File: config.mk
export PLATFORM = sky130hd
export DESIGN_NAME = hazard_scoreboard
export DESIGN_NICKNAME = d
export VERILOG_FILES = /design/src/rtl/hazard_scoreboard.sv
export SDC_FILE = /design/constraint.sdc
export NUM_CORES = 1
export LEC_CHECK = 0
export ABC_AREA = 1
export CAP_MARGIN = 20
export CORE_MARGIN = 2
export CORE_UTILIZATION = 37
export CTS_CLUSTER_DIAMETER = 200
export DETAILED_ROUTE_END_ITERATION = 16
export PLACE_DENSITY = 0.87
export SLEW_MARGIN = 20
export SYNTH_ARGS = -nofsm -noshare
export SYNTH_HDL_FRONTEND = slang
export SYNTH_SLANG_ARGS = --single-unit
File: constraint.sdc
create_clock -name clk -period 2.3 [get_ports clk]
set_input_delay 0.69 -clock clk [delete_from_list [all_inputs] [get_ports clk]]
set_output_delay 0.69 -clock clk [all_outputs]
set_load 0.01 [all_outputs]
File: src/rtl/hazard_scoreboard.sv
// hazard_scoreboard
//   Forwarding and load-use interlock unit for the DLX pipeline.
//   A DEPTH-entry shift register records the destination of every in-flight
//   instruction (entry 0 = EX, 1 = MEM, 2 = WB for the default depth).
//   Each ID operand is resolved against the youngest matching in-flight
//   writer. If there is no match, the register-file value is used. A matching
//   load whose data is not yet on stage_result raises a stall.
//   A saturating counter records how many cycles were stalled.
//
// Ports
//   clk, reset                     clock, synchronous active-high reset
//   issue_valid/we/is_load         attributes of the instruction in ID
//   issue_rd, issue_rs1, issue_rs2 destination and source register numbers
//   flush                          ID instruction is killed; it enters as a bubble
//   rf_rs1, rf_rs2                 register-file read data (write-then-read)
//   stage_result                   stage k result at [k*DATA_W +: DATA_W]
//   rs1_value, rs2_value           resolved operands
//   rs1_fwd, rs2_fwd               operand taken from stage_result
//   stall                          hold PC and IF/ID; a bubble goes to ID/EX
//   stall_count                    saturating count of stall cycles
module hazard_scoreboard #(
  parameter int DATA_W           = 32,
  parameter int REG_AW           = 5,
  parameter int DEPTH            = 3,
  parameter int LOAD_READY_STAGE = 1,
  parameter int CNT_W            = 16
) (
  input  logic                    clk,
  input  logic                    reset,
  input  logic                    issue_valid,
  input  logic                    issue_we,
  input  logic                    issue_is_load,
  input  logic [REG_AW-1:0]       issue_rd,
  input  logic [REG_AW-1:0]       issue_rs1,
  input  logic [REG_AW-1:0]       issue_rs2,
  input  logic                    flush,
  input  logic [DATA_W-1:0]       rf_rs1,
  input  logic [DATA_W-1:0]       rf_rs2,
  input  logic [DEPTH*DATA_W-1:0] stage_result,
  output logic [DATA_W-1:0]       rs1_value,
  output logic [DATA_W-1:0]       rs2_value,
  output logic                    rs1_fwd,
  output logic                    rs2_fwd,
  output logic                    stall,
  output logic [CNT_W-1:0]        stall_count
);

  typedef struct packed {
    logic              hazard;
    logic              fwd;
    logic [DATA_W-1:0] value;
  } lookup_t;

  logic [DEPTH-1:0]  ent_valid;
  logic [DEPTH-1:0]  ent_we;
  logic [DEPTH-1:0]  ent_load;
  logic [REG_AW-1:0] ent_rd [DEPTH];

  lookup_t look_rs1;
  lookup_t look_rs2;
  logic    accept;

  // The scan runs youngest first. The first match ends the search, so an
  // older writer of the same register is ignored, even when the younger
  // match is a load that is not yet ready.
  function automatic lookup_t resolve(input logic [REG_AW-1:0] rs,
                                      input logic [DATA_W-1:0] rf_val);
    lookup_t r;
    logic    found;
    r     = '{hazard: 1'b0, fwd: 1'b0, value: rf_val};
    found = 1'b0;
    if (rs == '0) begin
      r.value = '0;
    end else begin
      for (int k = 0; k < DEPTH; k++) begin
        if (!found && ent_valid[k] && ent_we[k] && (ent_rd[k] == rs)) begin
          found = 1'b1;
          if (ent_load[k] && (k < LOAD_READY_STAGE)) begin
            r.hazard = 1'b1;
          end else begin
            r.fwd   = 1'b1;
            r.value = stage_result[k*DATA_W +: DATA_W];
          end
        end
      end
    end
    return r;
  endfunction

  always_comb begin
    look_rs1 = resolve(issue_rs1, rf_rs1);
    look_rs2 = resolve(issue_rs2, rf_rs2);
  end

  assign rs1_value = look_rs1.value;
  assign rs2_value = look_rs2.value;
  assign rs1_fwd   = look_rs1.fwd;
  assign rs2_fwd   = look_rs2.fwd;

  // flush masks stall: a killed instruction never holds the front end.
  assign stall  = issue_valid & ~flush & (look_rs1.hazard | look_rs2.hazard);
  assign accept = issue_valid & ~flush & ~stall;

  always_ff @(posedge clk) begin
    if (reset) begin
      ent_valid   <= '0;
      ent_we      <= '0;
      ent_load    <= '0;
      for (int k = 0; k < DEPTH; k++) begin
        ent_rd[k] <= '0;
      end
      stall_count <= '0;
    end else begin
      for (int k = 1; k < DEPTH; k++) begin
        ent_valid[k] <= ent_valid[k-1];
        ent_we[k]    <= ent_we[k-1];
        ent_load[k]  <= ent_load[k-1];
        ent_rd[k]    <= ent_rd[k-1];
      end
      if (accept) begin
        ent_valid[0] <= 1'b1;
        ent_we[0]    <= issue_we;
        ent_load[0]  <= issue_is_load;
        ent_rd[0]    <= issue_rd;
      end else begin
        ent_valid[0] <= 1'b0;
        ent_we[0]    <= 1'b0;
        ent_load[0]  <= 1'b0;
        ent_rd[0]    <= '0;
      end
      if (stall && (stall_count != '1)) begin
        stall_count <= stall_count + CNT_W'(1);
      end
    end
  end

endmodule
==> impl_results.md <==
- Maximum buffer depth of the clock tree: 2
- Most crowded layer after global routing: met2
- Drt first-iter violations: 1,044
- Share of final-layout standard cells stronger than drive strength 1: 49.8%
- Unrepaired setup endpoints after global routing: yes
- Worst-margin pin slew: 0.558 ns
- Max cap viols: 0
- Dominant cells by area after synthesis: nor2_1 (15%), dfxtp_1 (9.4%), edfxtp_1 (9.2%)
- Floorplan Core Area: 12,700 sq um
- Number of buffers inserted by hold repair at cts: 0
- Type of the worst setup path: in2out
- Violated checks: negative setup slack
- Buffers added on ports: 263
- Power per cell area: 257 nW/um^2
- Critical Path AT: 2.50 ns
- Post-layout instance count excluding filler cells: 1,379
- Count of buffering cells on the critical path with inverters included: 5
- Max Clock Skew: 0.00500 ns
- Post-Route WL: 31.6 mm
- Residual antenna-violating net count after detailed routing: 0
- Area growth from synthesis to layout: 117%
- Initial antenna violation count: 2
- Int Pwr: 1.92 mW
- N_diodes: 0
- Clock root buffer master: clkbuf_16
- Clock tree from TritonCTS: built
- Overall die height: 119 um
- Synthesized area per cell: 6.06 sq um
- GR Util All Layers: 35.1%
- TritonCTS Sinks: 38
- Starting Density: 38.3%
- Cell class contributing the biggest share of worst-path delay: simple AND/OR/NAND/NOR gates
- Placer congestion estimate: 1.00
- Worst setup SP type: input pin
- Total overflow reported by the global router: 0
- Crit path time final: 3.19 ns
- Global routing met1 resource utilization: 39.6%
- Worst hold path class: reg2reg
- Global routing usage on met2: 63.1%
- Number of warnings printed during yosys synthesis: 0
- Result of the run: complete, but fails checks
- Clock Power Share: 33.0%
- Share of total power in combinational logic: 39.7%
- Slew Limit Fails: 0
- Highest ir drop seen on vdd: 0.438 mV
- Met3 capacity usage during global routing: 6.51%
- Sequential share of power: 27.3%
- Post-CTS clock slew at the launch and capture registers of the worst setup and hold paths: 0.06 ns
- Net switching fraction of the power: 29.7%
- Leakage: 4.46 nW
- Total Nets Final: 1,388
- NetSw: 0.809 mW
- Final Worst Setup Slack: -0.886 ns
- DIE WIDTH: 119 um
- Filler instances: 676
- Endpoint class of the critical path: primary output
- Critical-path cell list: buf_4 > inv_6 > nand2_1 > a21oi_1 > nand3_2 > nor2_4 > buf_6 > nand3_4 > buf_12 > nor2_2 > nor3_2 > buf_2
- CP max stage cell: nor2_2
- Peak clock frequency supported by timing: 314 MHz
- Total number of vias: 8,166
- Clock buffer count from CTS: 5
- Total number of placement rows: 41
- Cell area after technology mapping: 4880 sq um
- Half-perimeter wire length after placement: 17.5 mm
- Die Outline Area: 14,100 sq um
- DR WL/cell: 22.9 um
- Top cell type by total area after synthesis: nor2_1
- Sequential cell area: 912 sq um
- Combined area of the multi-input logic cells: 4670 sq um
- Router iterations before antenna repair: 7
- Largest incremental delay on the critical path: 0.31 ns
- Number of H-tree levels: 2
- Placed insts: 1,292
- Post-route design area: 10,600 sq um
- Wire length of the first global-routing pass: 40.0 mm
- Count of cell types in the netlist: 37
- Maximum number of pins on one net before global-route repair: 27
- Number of standard cells after synthesis: 805
- Number of synthesized register bits: 38
- DRC Markers: 0
- Hold Vio Cnt, Final: 0
- Portion of synthesized cell area occupied by the leading cell type: 14.7%
- Top-level I/O count: 264
- Final setup fails: 76
- Insertion delay to the later sink of the worst-skew pair: 0.28 ns
- Power after layout: 2.73 mW
- Relative max-transition margin: 62.5%
- Via count of the first global-routing pass: 7,512
- Placed Instance Area: 8820 sq um
- Routed via count divided by cell count: 5.92
- Maximum fanout along the worst path: 7
- Ratio of final minimum period to clock period: 139%
- Fraction of the yosys area taken by sequential cells: 18.7%
- Worst EP required: 1.61 ns
==> synth_stat cells, drive strengths merged <==
cell type,n
a21oi,83
edfxtp,15
nand3b,1
or2,31
nand3,25
nand2,112
inv,55
dfxtp,23
buf,35
xnor2,7
nor3,74
o21ai,68
conb,1
nand4,21
clkbuf,11
ha,1
and3,1
nor2,226
o22ai,2
xor2,13
==> cell families (layout without fill, tap and decap cells) <==
group / count (synthesis) / after routing / synth area share [%]
compound gates: 153 / 153 / 17.9
xor+xnor: 20 / 20 / 3.59
fa+ha+maj: 1 / 1 / 0.257
buf+inv: 101 / 489 / 9.29
flops: 38 / 38 / 18.7
other cells: 1 / 15 / 0.0769
simple gates: 491 / 491 / 50.2
==> cell usage in the layout (no fill, tap or decap), types with 10 or more instances in the layout <==
master / n
buf_2: 65
clkbuf_16: 12
or2_2: 14
a21oi_1: 18
o21ai_1: 37
buf_12: 28
nand2_2: 15
dfxtp_1: 22
nand2_4: 16
buf_6: 46
inv_1: 39
nand3_1: 13
nor3_2: 67
or2_4: 17
nor2_1: 115
nand4_1: 19
xor2_1: 10
edfxtp_1: 15
nor2_4: 31
buf_4: 80
nand2_1: 79
a21oi_2: 57
clkdlybuf4s50_1: 186
nor2_2: 79
o21ai_0: 25
conb_1: 15
==> through the flow <==
step	util, %	hold WS [ns]	setup slack, ns	TNS [ns]
floorplan	-	0.403	-0.183	-7.89
global placement	69.3	0.411	-1.53	-106.38
detailed placement	69.3	0.413	-1.51	-108.36
CTS	77.6	0.422	-0.678	-40.53
global route	83.2	0.428	-0.945	-52.87
finish	83.2	0.422	-0.886	-47.55
==> path summary, 6_finish.rpt <==
| kind | cells past startpoint | slack [ns] | from | to |
|---|---|---|---|---|
| max | 12 | -0.89 | issue_rs1[0] | rs1_value[19] |
| min | 2 | 0.42 | ent_valid[0] | ent_valid[1] |
| max reg2reg | 19 | -0.07 | ent_rd[0][4] | stall_count[2] |
| min reg2reg | 2 | 0.42 | ent_valid[0] | ent_valid[1] |
==> what timing repair did <==
| item | in CTS | in global routing |
|---|---|---|
| endpoints found under the setup margin | 88 | 90 |
| resized for setup | 518 | 115 |
| buffers inserted | 41 | 35 |
| gates cloned | 10 | 8 |
| pin swaps | 45 | 76 |
| endpoints found under the hold margin | 0 | 0 |
==> routing by layer <==
metal  share of wire (%)  vias to the layer above
met2                  45                      706
met5               0.041                        -
met1                  32                     3715
met4                 9.6                        2
met3                  13                      298
li1                    -                     3445
==> layout make-up <==
| cell class | count | share of cell area [%] |
|---|---|---|
| tap | 172 | 2.03 |
| clock buffer | 5 | 1.18 |
| timing repair buffer | 426 | 40.9 |
| inverter | 55 | 2.55 |
| clock inverter | 3 | 0.650 |
| sequential | 38 | 8.61 |
| multi-input combinational | 680 | 44.1 |
==> power by group through the flow <==
stage | sequential (mW) | combinational, mW | clock, mW
finish | 0.744 | 1.08 | 0.899
global route | 0.746 | 1.13 | 0.931
CTS | 0.740 | 0.952 | 0.902
detailed placement | 0.753 | 0.954 | 0
global placement | 0.753 | 0.939 | 0
floorplan | 0.751 | 0.362 | 0
==> worst min-delay path, stage by stage (launching register included) <==
cell     delay [ns]
dfxtp_1        0.30
inv_1          0.05
nor2_1         0.03
==> sequential cells by signal (all words and copies together), names as in the netlist <==
| register | count |
|---|---|
| ent_rd | 15 |
| ent_valid | 3 |
| ent_load | 1 |
| stall_count | 16 |
| ent_we | 3 |
Note: power is estimated with default switching activity, not from simulation.
